[config.mk]
export PLATFORM = sky130hd
export DESIGN_NAME = dc_mq
export DESIGN_NICKNAME = d
export VERILOG_FILES = /design/src/rtl/dc_mq.sv
export SDC_FILE = /design/constraint.sdc
export NUM_CORES = 1
export LEC_CHECK = 0
export ABC_AREA = 1
export CAP_MARGIN = 0
export CORE_UTILIZATION = 55
export CTS_BUF_LIST = sky130_fd_sc_hd__clkbuf_8 sky130_fd_sc_hd__clkbuf_16
export CTS_CLUSTER_DIAMETER = 120
export DETAILED_ROUTE_END_ITERATION = 12
export GPL_ROUTABILITY_DRIVEN = 0
export GPL_TIMING_DRIVEN = 1
export PLACE_DENSITY_LB_ADDON = 0.05
export SYNTH_ARGS = -nofsm -noshare
export SYNTH_HDL_FRONTEND = slang
export SYNTH_SLANG_ARGS = --single-unit
[constraint.sdc]
create_clock -name clk -period 4.95 [get_ports clk]
set_input_delay 0.99 -clock clk [delete_from_list [all_inputs] [get_ports clk]]
set_output_delay 0.99 -clock clk [all_outputs]
set_load 0.05 [all_outputs]
[src/rtl/dc_mq.sv]
// dc_mq: CH_N independent FIFO channels behind one push port, drained by a round-robin
// arbiter with a grant lock. Define DC_MQ_OCCUPANCY_EN to expose per-channel counts on occ.
module dc_mq #(
  parameter int CH_N  = 4,
  parameter int W     = 32,
  parameter int DEPTH = 8,
  parameter int CH_W  = $clog2(CH_N)
) (
  input  logic            clk,
  input  logic            rst,
  input  logic            push_vld,
  input  logic [CH_W-1:0] push_ch,
  input  logic [W-1:0]    push_dat,
  output logic            push_rdy,
  output logic            out_vld,
  output logic [CH_W-1:0] out_ch,
  output logic [W-1:0]    out_dat,
  input  logic            out_rdy
`ifdef DC_MQ_OCCUPANCY_EN
  ,
  output logic [CH_N*($clog2(DEPTH)+1)-1:0] occ
`endif
);

  localparam int PTR_W = $clog2(DEPTH);
  localparam int CNT_W = PTR_W + 1;

  logic [W-1:0]     mem    [CH_N][DEPTH];
  logic [PTR_W-1:0] wr_ptr [CH_N];
  logic [PTR_W-1:0] rd_ptr [CH_N];
  logic [CNT_W-1:0] count  [CH_N];
  logic [CH_W-1:0]  rr_ptr;
  logic             lock_vld;
  logic [CH_W-1:0]  lock_ch;

  logic             ch_in_range;
  logic [CNT_W-1:0] sel_cnt;
  logic             push_ok;
  logic             pop_ok;
  logic [CH_N-1:0]  push_hit;
  logic [CH_N-1:0]  pop_hit;
  logic [CH_N-1:0]  non_empty;
  logic             hi_found;
  logic             lo_found;
  logic [CH_W-1:0]  hi_ch;
  logic [CH_W-1:0]  lo_ch;
  logic [CH_W-1:0]  cand_ch;
  logic [CH_W-1:0]  grant_ch;
  logic [W-1:0]     head_dat;

  // Push acceptance looks only at registered counts, so a full channel never
  // accepts even when it is being popped in the same cycle.
  always_comb begin
    ch_in_range = 1'b0;
    sel_cnt     = '0;
    for (int c = 0; c < CH_N; c++) begin
      if (push_ch == CH_W'(c)) begin
        ch_in_range = 1'b1;
        sel_cnt     = count[c];
      end
    end
    push_rdy = ch_in_range && (sel_cnt != CNT_W'(DEPTH));
    push_ok  = push_vld && push_rdy;
  end

  // Round-robin candidate: first non-empty channel above rr_ptr, else the
  // lowest non-empty channel at or below it (the wrap-around part of the search).
  always_comb begin
    non_empty = '0;
    hi_found  = 1'b0;
    lo_found  = 1'b0;
    hi_ch     = '0;
    lo_ch     = '0;
    for (int c = 0; c < CH_N; c++) begin
      non_empty[c] = (count[c] != '0);
      if (non_empty[c]) begin
        if (CH_W'(c) > rr_ptr) begin
          if (!hi_found) begin
            hi_found = 1'b1;
            hi_ch    = CH_W'(c);
          end
        end else if (!lo_found) begin
          lo_found = 1'b1;
          lo_ch    = CH_W'(c);
        end
      end
    end
    cand_ch  = hi_found ? hi_ch : lo_ch;
    grant_ch = lock_vld ? lock_ch : cand_ch;
  end

  always_comb begin
    out_vld  = |non_empty;
    head_dat = '0;
    for (int c = 0; c < CH_N; c++) begin
      if (grant_ch == CH_W'(c)) head_dat = mem[c][rd_ptr[c]];
    end
    out_ch  = out_vld ? grant_ch : '0;
    out_dat = out_vld ? head_dat : '0;
    pop_ok  = out_vld && out_rdy;
    push_hit = '0;
    pop_hit  = '0;
    for (int c = 0; c < CH_N; c++) begin
      push_hit[c] = push_ok && (push_ch == CH_W'(c));
      pop_hit[c]  = pop_ok && (out_ch == CH_W'(c));
    end
  end

  // rr_ptr starts at the last channel so the first grant after reset is channel 0.
  always_ff @(posedge clk) begin
    if (rst) begin
      for (int c = 0; c < CH_N; c++) begin
        wr_ptr[c] <= '0;
        rd_ptr[c] <= '0;
        count[c]  <= '0;
      end
      rr_ptr   <= CH_W'(CH_N - 1);
      lock_vld <= 1'b0;
      lock_ch  <= '0;
    end else begin
      for (int c = 0; c < CH_N; c++) begin
        if (push_hit[c]) wr_ptr[c] <= wr_ptr[c] + PTR_W'(1);
        if (pop_hit[c])  rd_ptr[c] <= rd_ptr[c] + PTR_W'(1);
        if (push_hit[c] && !pop_hit[c]) begin
          count[c] <= count[c] + CNT_W'(1);
        end else if (!push_hit[c] && pop_hit[c]) begin
          count[c] <= count[c] - CNT_W'(1);
        end
      end
      if (pop_ok) begin
        rr_ptr   <= out_ch;
        lock_vld <= 1'b0;
      end else if (out_vld) begin
        lock_vld <= 1'b1;
        lock_ch  <= grant_ch;
      end
    end
  end

  // Payload storage carries no reset; only the control state above is cleared.
  always_ff @(posedge clk) begin
    for (int c = 0; c < CH_N; c++) begin
      if (push_hit[c] && !rst) mem[c][wr_ptr[c]] <= push_dat;
    end
  end

`ifdef DC_MQ_OCCUPANCY_EN
  always_comb begin
    occ = '0;
    for (int c = 0; c < CH_N; c++) begin
      occ[c*CNT_W +: CNT_W] = count[c];
    end
  end
`endif

endmodule

==> results of run 1 <==
## cell type report
cell class | instances | area share
multi-input cells | 2197 | 0.216
repair buffers | 164 | 0.0374
clock buffers | 111 | 0.0556
flip-flops and latches | 1069 | 0.647
diodes | 2 | 0.000101
well taps | 1050 | 0.0265
inverters | 80 | 0.00621
clock inverters | 80 | 0.0111
## flip-flops by register name (all words and copies together) (netlist names)
name,cells
mem,1024
count,16
rd_ptr,12
wr_ptr,12
lock_ch,2
rr_ptr,2
lock_vld,1
## worst reg2reg max path, cell delays in order, from the launching register on
cell	delay, ns
edfxtp_1	0.43
inv_1	0.10
ha_1	0.27
nand2_1	0.10
inv_1	0.06
nand3_1	0.08
nand2_2	0.09
nand3_2	0.11
nand2_2	0.10
buf_4	0.33
nand3_2	0.17
nor2_2	0.19
nand2_2	0.13
inv_1	0.11
ha_1	0.27
a21oi_1	0.16
nand2_1	0.09
xor2_1	0.15
inv_1	0.07
a21oi_1	0.11
a21oi_1	0.05
## stage by stage
| stage | hold WS [ns] | worst slack [ns] | utilization | instances | cell area (µm²) |
|---|---|---|---|---|---|
| 3_5_place_dp | 0.537 | 0.758 | 0.586 | 4560 | 46300 |
| 5_1_grt | 0.569 | 0.130 | 0.628 | 4751 | 49600 |
| 3_3_place_gp | 0.497 | 0.728 | 0.586 | 4560 | 46300 |
| 2_1_floorplan | 0.466 | 0.357 | - | 3573 | 43800 |
| 6_report | 0.564 | 0.289 | 0.628 | 4753 | 49600 |
| 4_1_cts | 0.555 | 0.280 | 0.628 | 4751 | 49600 |
## layout by cell type, fill, tap and decap left out, types with 24 or more instances in the layout
| master | n |
|---|---|
| nor2_4 | 33 |
| clkbuf_16 | 109 |
| buf_2 | 30 |
| o21ai_0 | 175 |
| inv_1 | 94 |
| buf_4 | 69 |
| edfxtp_1 | 1064 |
| buf_12 | 54 |
| nand2_1 | 850 |
| o22ai_1 | 27 |
| nor2_1 | 366 |
| nand3_1 | 196 |
| nor3_1 | 24 |
| o31ai_1 | 91 |
| o22a_1 | 27 |
| a21oi_1 | 249 |
| a32o_1 | 35 |
| clkinv_1 | 26 |
## kinds of logic (layout without fill, tap and decap cells)
logic type / Yosys count / in the layout / share of synthesized area
AND/OR/NAND/NOR: 1500 / 1500 / 0.138
flip-flops: 1069 / 1069 / 0.731
AO/OA/AOI/OAI: 659 / 659 / 0.0914
buffers and inverters: 307 / 435 / 0.0298
adder cells (fa/ha/maj): 19 / 19 / 0.00594
XOR/XNOR: 18 / 18 / 0.00360
multiplexers: 1 / 1 / 0.000257
other: 0 / 2 / 0
## per-layer routing
metal | wire length (µm) | vias to the layer above | global-route usage
met1 | 48000 | 14100 | 0.408
met2 | 57300 | 1128 | 0.475
met5 | 14 | - | 0
met4 | 4530 | 2 | 0.116
li1 | - | 12900 | -
met3 | 8760 | 200 | 0.0380
## worst paths after layout
path	cells past startpoint	slack, ns	to	from
worst max-delay path	13	0.29	out_dat[29]	count[0][1]$_SDFFCE_PN0P_
worst min-delay path	4	0.56	lock_ch[0]$_SDFFE_PP0P_	lock_ch[0]$_SDFFE_PP0P_
worst max register to register	20	1.50	count[0][3]$_SDFFCE_PN0P_	count[3][0]$_DFFE_PP_
worst min register to register	4	0.56	lock_ch[0]$_SDFFE_PP0P_	lock_ch[0]$_SDFFE_PP0P_
## power groups by stage
stage                     clock network, W  registers, W  logic (W)
after floorplan                          0        0.0103    0.00268
after global placement                   0        0.0103    0.00487
after detailed placement                 0        0.0103    0.00490
after CTS                          0.00776        0.0101    0.00492
after global routing               0.00810        0.0101    0.00520
final                              0.00768        0.0101    0.00493
==> key figures, run 1 <==
Power
  • Combinational share of power: 0.217
  • Leak pwr: 17.6 nW
  • Internal cell power: roughly 0.016 W
  • Total power: 0.0227 W
  • Clock power share: 0.338
  • Sw Ratio: 0.296
  • P per Cell Area: 459 nW/µm²
  • Sequential power share: 0.445
  • Maximum VDD drop: around 0.48 mV
  • Sw power: 0.00673 W

Synthesis
  • Cell taking the most area after synthesis: edfxtp_1
  • Cells after Synth: roughly 3.6k
  • Ys flop type: edfxtp_1
  • Count leader, synth: edfxtp_1
  • Synth Register Bits: 1069
  • Synthesis Warnings: 0
  • Synth top area cells: edfxtp_1 73%, nand2_1 7.3%, nor2_1 3.4%, a21oi_1 2.8%, nand3_1 2.2%
  • EDFF count, synth: approximately 1.1k
  • Syn_area_per_cell: 12.3 µm²
  • Post-synth top area share: 0.729
  • Syn_nets: 3630
  • Post-synthesis sequential area ratio: 0.731
  • Netlist cell types: 42
  • Async set or reset register ratio after synthesis: 0
  • Top cells by count, synth: 1064 x edfxtp_1, 850 x nand2_1, 396 x nor2_1
  • Mapped Area: 43800 µm²

Worst setup path
  • Crit-path slowest cell: o21ai_0
  • Crit-path cells: nor2_1, nand3_1, nor2_2, nand3_2, nand3_2, nand2_1, nand2_1, nand2_2, o21ai_0, inv_1, nand2_1, inv_1, buf_12
  • Critical Path Fanout Max: 24
  • Worst path top cell family by delay: simple AND/OR/NAND/NOR gates
  • CP arrival: 3.67 ns
  • Worst setup EP type: primary output
  • Startpoint Class: register
  • Worst path required time: 3.96 ns
  • Setup CP Type: register to primary output
  • Crit path buf inv count: 3
  • Top cell by count, worst path: nand2_1
  • Critical path's largest stage delay: 0.74 ns

Clocking
  • H-tree level count: 3
  • Clk Latency, worst-skew pair: 0.65 ns
  • CTS sink cnt: between 1k and 1.5k
  • CTS Buffer Depth: 3
  • CTS root buf: clkbuf_16
  • Post-CTS Setup Inserts: 0
  • CTS resizes: 0
  • Clock transition at path regs: 0.06 ns
  • Post-CTS Hold Buffers: 0
  • CTS buffer count: roughly 110
  • CTS tree: yes

Floorplanning
  • Die footprint: 80800 µm²
  • # IOs: 74
  • Row Count: 103
  • Starting Density: 0.556
  • Core region area: 78900 µm²
  • Die Span Y: 284 µm
  • Die width: 284 µm

Timing
  • Hold Vio Cnt, Final: 0
  • Fin. max-slew vios: 0
  • F_max: 215 MHz
  • Fin crit share: 0.942
  • # setup viols final: 0
  • Slew HR: 0.383
  • Fin Setup TNS: 0 ns
  • Clock skew: 0.0134 ns
  • Slew @ Worst Pin: 0.925 ns
  • Fin crit period: 4.66 ns
  • RSZ-0062 raised after global routing: no

Global routing
  • Gr usage total: 0.294
  • Vias in the first global route: 27.2k
  • Global-route wire length before repair: 176000 µm
  • Antenna violations before repair: 4
  • Largest net degree at the start of global routing: 131
  • Gr ovfl total: 0

Drt
  • Remaining DRCs: 0
  • Routed Antenna Nets: 0
  • Initial DRC count: 3183
  • Routed WL: 119000 µm
  • Routed WL per cell: 24.9 µm
  • Via count: 28.4k
  • DR vias/cell: around 6
  • Drt pass-1 iters: 6

Placement
  • Detailed placement HPWL: 68600 µm
  • Port Buffers: between 70 and 80

Final layout
  • Footprint of the multi-input gates: roughly 11000 µm²
  • Area grow syn2layout: 13.1%
  • Final nets: 3675
  • Share of layout cells above drive strength 1: 0.0997
  • Fillers: 6113
  • Reg area: 32100 µm²

Job
  • Max_cap viols: 0

Hold path
  • HP Class: register to register

Run status
  • Status: finished clean
Note: power is estimated with default switching activity, not from simulation.
==> inputs of run 2 (changes only) <==
CTS_BUF_LIST = default   (was sky130_fd_sc_hd__clkbuf_8 sky130_fd_sc_hd__clkbuf_16)
==> run 2 against run 1 <==
Effect of this change:
- cell count about the same
- global-route usage hardly changed
- wire length is 0.12% lower
- critical path type unchanged
- largest power group unchanged
- highest routed layer unchanged
==> key figures, run 2 (synthesis gave the netlist of run 1 again) <==
Power
  • Internal cell power: 0.0161 W
  • Sw power: ~0.0067 W
  • Clock power share: 0.339
  • Leak pwr: around 17 nW
  • Sw Ratio: 0.295
  • P per Cell Area: around 460 nW/µm²
  • Combinational share of power: 0.217
  • Maximum VDD drop: 0.476 mV
  • Sequential power share: 0.444

Drt
  • Via count: around 28k
  • Initial DRC count: 3236
  • Routed WL: 118000 µm
  • Remaining DRCs: 0
  • Drt pass-1 iters: 5
  • Routed WL per cell: 24.9 µm
  • Routed Antenna Nets: 0
  • DR vias/cell: 5.96

Worst setup path
  • RR Startpoint: count[3][0]$_DFFE_PP_
  • End of the worst register-to-register path: count[0][3]$_SDFFCE_PN0P_
  • Crit-path cells: nor2_1, nand3_1, nor2_2, nand3_2, nand3_2, nand2_1, nand2_1, nand2_2, o21ai_0, inv_1, nand2_1, inv_1, buf_12
  • Worst path top cell family by delay: simple AND/OR/NAND/NOR gates
  • Critical Path Fanout Max: 24
  • Crit-path slowest cell: o21ai_0
  • Crit path buf inv count: 3
  • CP arrival: 3.69 ns
  • Levels on crit path: 13
  • Worst r2r path cells: 20
  • Startpoint Class: register
  • Setup CP Type: register to primary output
  • Worst path required time: 3.96 ns
  • Top cell by count, worst path: nand2_1
  • Setup slack, reg-to-reg: 1.51 ns
  • Critical path's largest stage delay: 0.75 ns
  • Worst setup EP type: primary output

Hold path
  • Worst Hold Launch: lock_ch[0]$_SDFFE_PP0P_
  • Hold depth: 4
  • HP Class: register to register
  • Worst hold path endpoint: lock_ch[0]$_SDFFE_PP0P_

Placement
  • Pre-CTS setup slack: ~0.76 ns
  • Port Buffers: 73
  • DP Area: 46300 µm²
  • Detailed placement HPWL: 68600 µm

Clocking
  • CTS resizes: 0
  • Post-CTS Hold Buffers: 0
  • Clock transition at path regs: 0.06 ns
  • H-tree level count: 3
  • CTS buffer count: 106
  • CTS Buffer Depth: 3
  • Post-CTS Setup Inserts: 0
  • CTS tree: yes
  • CTS sink cnt: 1069
  • Clk Latency, worst-skew pair: ~0.65 ns
  • CTS root buf: clkbuf_16

Floorplanning
  • Row Count: 103
  • # IOs: 74
  • Core region area: ~79000 µm²
  • Die Span Y: 284 µm
  • Starting Density: 0.556
  • Die footprint: 80800 µm²
  • Die width: 284 µm

Final layout
  • Final core utilization: 0.628
  • Final Cell Area: 49600 µm²
  • Fillers: 6112
  • Most frequent cells in the layout: 1064 x edfxtp_1, 850 x nand2_1, 366 x nor2_1, 249 x a21oi_1, 196 x nand3_1
  • Final nets: approximately 3.7k
  • Most common cell after layout, fill and taps aside: edfxtp_1
  • Share of layout cells above drive strength 1: 0.0997
  • Largest register FFs: 1024
  • Area grow syn2layout: 13.1%

Timing
  • # setup viols final: 0
  • Slew HR: 0.391
  • Fin. max-slew vios: 0
  • F_max: 214 MHz
  • Fin crit period: 4.68 ns
  • Slew @ Worst Pin: 0.913 ns
  • Clock skew: roughly 0.015 ns
  • Worst hold slack: 0.564 ns
  • Fin Setup TNS: 0 ns
  • RSZ-0062 raised after global routing: no
  • Fin crit share: 0.945
  • Final WS setup: approximately 0.27 ns
  • Hold Vio Cnt, Final: 0

Global routing
  • Antenna violations before repair: 4
  • Gr usage total: 0.294
  • Largest net degree at the start of global routing: 131
  • Vias in the first global route: 27.2k
  • Gr ovfl total: 0
  • Global-route wire length before repair: 176000 µm

Job
  • Max_cap viols: 0

Run status
  • Status: finished clean
run 2: cell types whose count changed in the layout (fill, tap and decap cells not counted), sizes merged:
cell,change
clkbuf,+28
inv,-28
diode,+1
run 2: worst min-delay path: stages, from the launching register on:
cell and delay, ns:
dfxtp_1 0.31, nand2_1 0.06, o21ai_0 0.07, nand2_1 0.05, inv_1 0.03
run 2: final cells by class:
class                           instances  area (µm²)  share of cell area
Multi-Input combinational cell       2197       10700               0.216
Antenna cell                            3        7.51            0.000151
Clock inverter                         52         445             0.00899
Inverter                               80         308             0.00621
Clock buffer                          139        2860              0.0577
Timing Repair Buffer                  164        1850              0.0374
Sequential cell                      1069       32100               0.647
Tap cell                             1050        1310              0.0265
run 2: routing by layer:
metal	wire [µm]	global-route usage	vias to the layer above
li1	-	-	12900
met2	56800	0.475	1150
met5	14	0	-
met3	8470	0.0380	196
met4	4650	0.116	2
met1	48500	0.408	14100
run 2: worst max-delay path by stage:
stage	from	to	slack (ns)
floorplan	push_ch[1]	mem[2][32]$_DFFE_PP_	0.36
global placement	push_ch[1]	mem[0][44]$_DFFE_PP_	0.73
detailed placement	push_ch[1]	mem[0][236]$_DFFE_PP_	0.76
CTS	rd_ptr[0][0]$_SDFFCE_PN0P_	out_dat[4]	0.28
global route	rd_ptr[0][0]$_SDFFCE_PN0P_	out_dat[4]	0.13
finish	count[0][1]$_SDFFCE_PN0P_	out_dat[29]	0.27
run 2: power groups by stage:
stage          clock network (W)  logic [W]  registers, W
2_1_floorplan                  0    0.00268        0.0103
3_3_place_gp                   0    0.00487        0.0103
3_5_place_dp                   0    0.00490        0.0103
4_1_cts                  0.00782    0.00492        0.0101
5_1_grt                  0.00815    0.00520        0.0101
6_report                 0.00773    0.00493        0.0101
run 2: per-stage QoR:
step	cells	total power, W
after CTS	4751	0.0229
after global placement	4560	0.0152
after floorplan	3573	0.0130
after global routing	4751	0.0235
final	4754	0.0228
after detailed placement	4560	0.0152
